==> config.mk <==
export PLATFORM = sky130hd
export DESIGN_NAME = cpu_run_ctrl
export DESIGN_NICKNAME = d
export VERILOG_FILES = /design/src/rtl/cpu_ctrl_pkg.sv /design/src/rtl/sat_counter.sv /design/src/rtl/cpu_run_ctrl.sv
export SDC_FILE = /design/constraint.sdc
export NUM_CORES = 1
export LEC_CHECK = 0
export CAP_MARGIN = 20
export CORE_ASPECT_RATIO = 2
export CORE_MARGIN = 5
export CORE_UTILIZATION = 33
export DETAILED_ROUTE_END_ITERATION = 10
export SLEW_MARGIN = 20
export SYNTH_ARGS = -nofsm -noshare
export SYNTH_HDL_FRONTEND = slang
export SYNTH_SLANG_ARGS = --single-unit
==> constraint.sdc <==
create_clock -name clk -period 2.3 [get_ports clk]
set_input_delay 0.46 -clock clk [delete_from_list [all_inputs] [get_ports clk]]
set_output_delay 0.46 -clock clk [all_outputs]
set_load 0.01 [all_outputs]
==> src/rtl/cpu_ctrl_pkg.sv <==
// Shared run-control types: controller state and halt cause codes, used by the
// run controller, the CPU top and benches.
package cpu_ctrl_pkg;

    localparam int CNT_W = 32;

    typedef enum logic [1:0] {
        ST_RUN  = 2'd0,
        ST_HALT = 2'd1,
        ST_STEP = 2'd2
    } run_state_t;

    typedef enum logic [2:0] {
        CAUSE_NONE    = 3'd0,
        CAUSE_HOST    = 3'd1,
        CAUSE_EBREAK  = 3'd2,
        CAUSE_STEP    = 3'd3,
        CAUSE_TIMEOUT = 3'd4
    } halt_cause_t;

    // Reason for leaving a single step: an EBREAK or watchdog outranks a clean step.
    function automatic halt_cause_t step_exit_cause(input logic ebreak, input logic wd);
        if (ebreak)
            return CAUSE_EBREAK;
        else if (wd)
            return CAUSE_TIMEOUT;
        else
            return CAUSE_STEP;
    endfunction

endpackage

==> src/rtl/sat_counter.sv <==
// Clearable up-counter that sticks at all-ones instead of wrapping.
module sat_counter #(
    parameter int WIDTH = 32
) (
    input  logic             clk,
    input  logic             reset,
    input  logic             inc,
    input  logic             clr,
    output logic [WIDTH-1:0] q
);

    logic [WIDTH-1:0] q_reg;

    always_ff @(posedge clk or negedge reset) begin
        if (!reset)
            q_reg <= '0;
        else if (clr)
            q_reg <= '0;
        else if (inc && (q_reg != {WIDTH{1'b1}}))
            q_reg <= q_reg + 1'b1;
    end

    assign q = q_reg;

endmodule

==> src/rtl/cpu_run_ctrl.sv <==
// Run/halt/step controller: gates CPU commits, tracks why the core halted and
// counts committed cycles with an optional watchdog limit.
module cpu_run_ctrl
    import cpu_ctrl_pkg::*;
#(
    parameter bit               AUTO_RUN   = 1'b1,
    parameter logic [CNT_W-1:0] MAX_CYCLES = '0
) (
    input  logic             clk,
    input  logic             reset,
    input  logic             run_req,
    input  logic             halt_req,
    input  logic             step_req,
    input  logic             ebreak_det,
    input  logic             cnt_clr,
    output logic             cpu_en,
    output logic             halted,
    output logic             step_done,
    output logic [2:0]       halt_cause,
    output logic [CNT_W-1:0] cycle_count
);

    localparam run_state_t RESET_STATE = AUTO_RUN ? ST_RUN : ST_HALT;

    run_state_t  state_reg;
    halt_cause_t cause_reg;
    logic        halted_reg;
    logic        step_done_reg;
    logic        wd_hit;
    logic        active;

    assign wd_hit = (MAX_CYCLES != '0) && (cycle_count == MAX_CYCLES);
    assign active = (state_reg == ST_RUN) || (state_reg == ST_STEP);

    // An EBREAK never commits, so the PC stays parked on it for the host.
    assign cpu_en = active && !ebreak_det && !wd_hit;

    sat_counter #(
        .WIDTH(CNT_W)
    ) u_cnt (
        .clk   (clk),
        .reset (reset),
        .inc   (cpu_en),
        .clr   (cnt_clr),
        .q     (cycle_count)
    );

    always_ff @(posedge clk or negedge reset) begin
        if (!reset) begin
            state_reg     <= RESET_STATE;
            halted_reg    <= !AUTO_RUN;
            cause_reg     <= CAUSE_NONE;
            step_done_reg <= 1'b0;
        end else begin
            step_done_reg <= 1'b0;
            case (state_reg)
                ST_RUN: begin
                    if (ebreak_det) begin
                        state_reg  <= ST_HALT;
                        halted_reg <= 1'b1;
                        cause_reg  <= CAUSE_EBREAK;
                    end else if (wd_hit) begin
                        state_reg  <= ST_HALT;
                        halted_reg <= 1'b1;
                        cause_reg  <= CAUSE_TIMEOUT;
                    end else if (halt_req) begin
                        // The instruction in this cycle still commits.
                        state_reg  <= ST_HALT;
                        halted_reg <= 1'b1;
                        cause_reg  <= CAUSE_HOST;
                    end
                end
                ST_HALT: begin
                    if (run_req) begin
                        state_reg  <= ST_RUN;
                        halted_reg <= 1'b0;
                    end else if (step_req) begin
                        state_reg  <= ST_STEP;
                        halted_reg <= 1'b0;
                    end
                end
                ST_STEP: begin
                    state_reg     <= ST_HALT;
                    halted_reg    <= 1'b1;
                    cause_reg     <= step_exit_cause(ebreak_det, wd_hit);
                    step_done_reg <= !ebreak_det && !wd_hit;
                end
                default: begin
                    state_reg  <= ST_HALT;
                    halted_reg <= 1'b1;
                end
            endcase
        end
    end

    assign halted     = halted_reg;
    assign step_done  = step_done_reg;
    assign halt_cause = cause_reg;

endmodule

==> metrics.md <==
| Metric | Value |
|---|---|
| Later-pin clock latency in the skew report | 290 ps |
| Post-Syn Area | around 2000 um2 |
| IO Port Bufs | 43 |
| Final hold vios | 0 |
| Fin Clk Skew | 6.135 ps |
| Area leader, netlist | dfrtp_1 |
| Net Count, Synth | about 220 |
| Critical Path RT | 1840 ps |
| Clock Tree Root | clkbuf_16 |
| Sequential fraction of the synthesis area | 0.4634 |
| Average size of a mapped cell | 9.294 um2 |
| Via density | approximately 5.7 |
| Max-slew violation count | 0 |
| DRC errors left | 0 |
| Crit path arrival time | 1670 ps |
| CTS sink cnt | 37 |
| GRT Total Usage | 0.1553 |
| Core ar. | 5956 um2 |
| Pwr dens | 568.8 nW/um2 |
| RSZ-0062 raised after global routing | no |
| TritonCTS clock tree | built |
| Final critical-path share of the clock period | 0.9245 |
| Primary FF master, synth | dfrtp_1 |
| Ys async rst share | 1.000 |
| Hold_buf cts | 0 |
| Max reg flops | 32 |
| Synth area leaders | dfrtp_1, a21oi_1, or4_1, o31ai_1, or3_1 |
| First-pass GRT wire length | roughly 9.4 mm |
| Post-route ant nets | 0 |
| Max Cap Viol | 0 |
| Dpl hpwl | around 4.1 mm |
| CTS Buffer Depth | 2 |
| Yosys top cell area share | 0.4634 |
| Total power | roughly 1600 uW |
| Total die area | 7805 um2 |
| Largest net degree at the start of global routing | 38 |
| Die Y | 120.0 um |
| Post-synthesis cell count | 215 |
| Die Span X | 65.02 um |
| Startpoint types | input pin |
| Clk slew on worst S/H paths | 50 ps |
| Status | finished clean |
| Final Setup Violations | 0 |
| Pleak | roughly 0.0011 uW |
| First-pass DRT Iterations | 4 |
| Final RePlAce weighted congestion | 0.7507 |
| Worst hold path class | register to register |
| Row Count | 40 |
| Starting density of the core | 0.3355 |
| Iteration-0 DRC Markers | 86 |
| I/O pins | 45 |
| Setup TNS | 0 ps |
| CTS buffer count | 5 |
| Layout cells sized above 1 | 0.1579 |
| DR WL/cell | 16.03 um |
| Final #Nets | roughly 290 |
| DRT Wirelength | 5.578 mm |
| Maximum vdd drop | 0.5928 mV |
| Depth of the CTS H-tree | 2 |
| Yosys warns | 0 |
| Total gr overflow | 0 |
| Yosys reg bits | 37 |
| Setup crit end kind | output pin |
| Vias in the first global route | 1974 |
| # diodes | 0 |
| Fmax | 470.3 MHz |
| Layout area overhead | 42.45% |
| Crit Path Max Fanout | 13 |
| Vias | 1985 |
| EDFF count, synth | 0 |
| Cell variety after synth | 39 |
| Final min period | 2126 ps |
| Crit Path Category | input pin to output pin |
| Initial antenna violation count | 0 |
## critical path: stages
cell and delay [ps]:
clkdlybuf4s50_1 420, or2_4 260, buf_4 180, inv_1 80, dlygate4sd2_1 270
## power by group
part / switching, uW / leakage (uW) / internal, uW
Sequential: 16.7 / 0.000508 / 677
Clock: 270 / 0.0000799 / 459
Combinational: 100 / 0.000519 / 96.2
Total: 387 / 0.00111 / 1230
## stage by stage
| step | setup WS, ps | area (um2) | util | hold slack [ps] | instances |
|---|---|---|---|---|---|
| after global routing | 43.06 | 2846 | 0.4779 | 545.5 | 348 |
| after CTS | 161.1 | 2831 | 0.4754 | 508.1 | 346 |
| after global placement | -124.3 | 2673 | 0.4487 | 498.4 | 338 |
| final | 173.7 | 2846 | 0.4779 | 499.9 | 348 |
| after detailed placement | -148.7 | 2673 | 0.4487 | 494.4 | 338 |
| after floorplan | 280.6 | 1998 | - | 164.4 | 215 |
## layer usage
layer / wire length (um) / global-route usage / share of wire / up-vias
li1: - / - / - / 955
met1: 2040 / 0.1544 / 0.37 / 982
met2: 3191 / 0.2919 / 0.57 / 40
met3: 215 / 0.03558 / 0.039 / 8
met4: 131 / 0.07403 / 0.023 / 0
met5: 0 / 0 / 0 / -
## cells by family (layout without fill, tap and decap cells)
logic type | after synthesis | in the layout | synth area share
AND/OR/NAND/NOR | 92 | 92 | 0.2874
buffers and inverters | 16 | 86 | 0.03757
multiplexers | 1 | 1 | 0.005635
adder cells (fa/ha/maj) | 1 | 1 | 0.006261
XOR/XNOR | 2 | 2 | 0.008768
flip-flops | 37 | 37 | 0.4634
AO/OA/AOI/OAI | 65 | 65 | 0.1891
other | 1 | 1 | 0.001877
## cells in the final DEF (no fill, tap or decap), drive strengths merged, types with 2 or more instances in the layout
master          n
clkbuf          7
dfrtp          37
or3            15
nand4           9
and3            3
nand2          12
or2             2
nor4            2
clkdlybuf4s50  42
nor2            9
buf            29
or4            17
inv             6
nand3          12
nor3            4
o31ai          16
o21ai          17
a21oi          29
nor2b           2
## cell usage after synthesis, types with 2 or more instances
cell type,instances
nand3_1,11
or4_1,17
nor3_2,2
o21ai_1,7
nor3_1,2
inv_1,6
and3_1,3
dfrtp_1,37
nand2_1,12
clkbuf_1,5
nor2b_1,2
or3_1,15
o21ai_0,9
nand4_1,9
nor2_1,8
or2_1,2
o31ai_1,16
a21oi_1,29
buf_2,3
## layout make-up
cell class | count | area (um2)
clock buffers | 7 | 152.6
clock inverters | 1 | 5.005
fillers | 577 | 3109
inverters | 6 | 22.52
multi-input cells | 162 | 1015
flip-flops and latches | 37 | 925.9
well taps | 63 | 78.83
repair buffers | 72 | 646.9
## worst paths after layout
path / slack, ps / from / cells after the start / end
setup / recovery: 170 / ebreak_det / 5 / cpu_en
hold / removal: 500 / halt_cause[1]$_DFFE_PN0P_ / 2 / halt_cause[1]$_DFFE_PN0P_
setup reg to reg: 240 / u_cnt.q[19]$_DFFE_PN0P_ / 5 / u_cnt.q[27]$_DFFE_PN0P_
hold reg to reg: 500 / halt_cause[1]$_DFFE_PN0P_ / 2 / halt_cause[1]$_DFFE_PN0P_
max in group asynchronous: 1350 / reset / 2 / u_cnt.q[30]$_DFFE_PN0P_
min in group asynchronous: 590 / reset / 2 / u_cnt.q[3]$_DFFE_PN0P_
## timing repair
item                       in CTS  in global routing
pin swaps                       0                  1
resized for setup               2                  0
buffers inserted                0                  2
setup endpoints to repair       1                  3
Power figures use the tool's default switching activity.
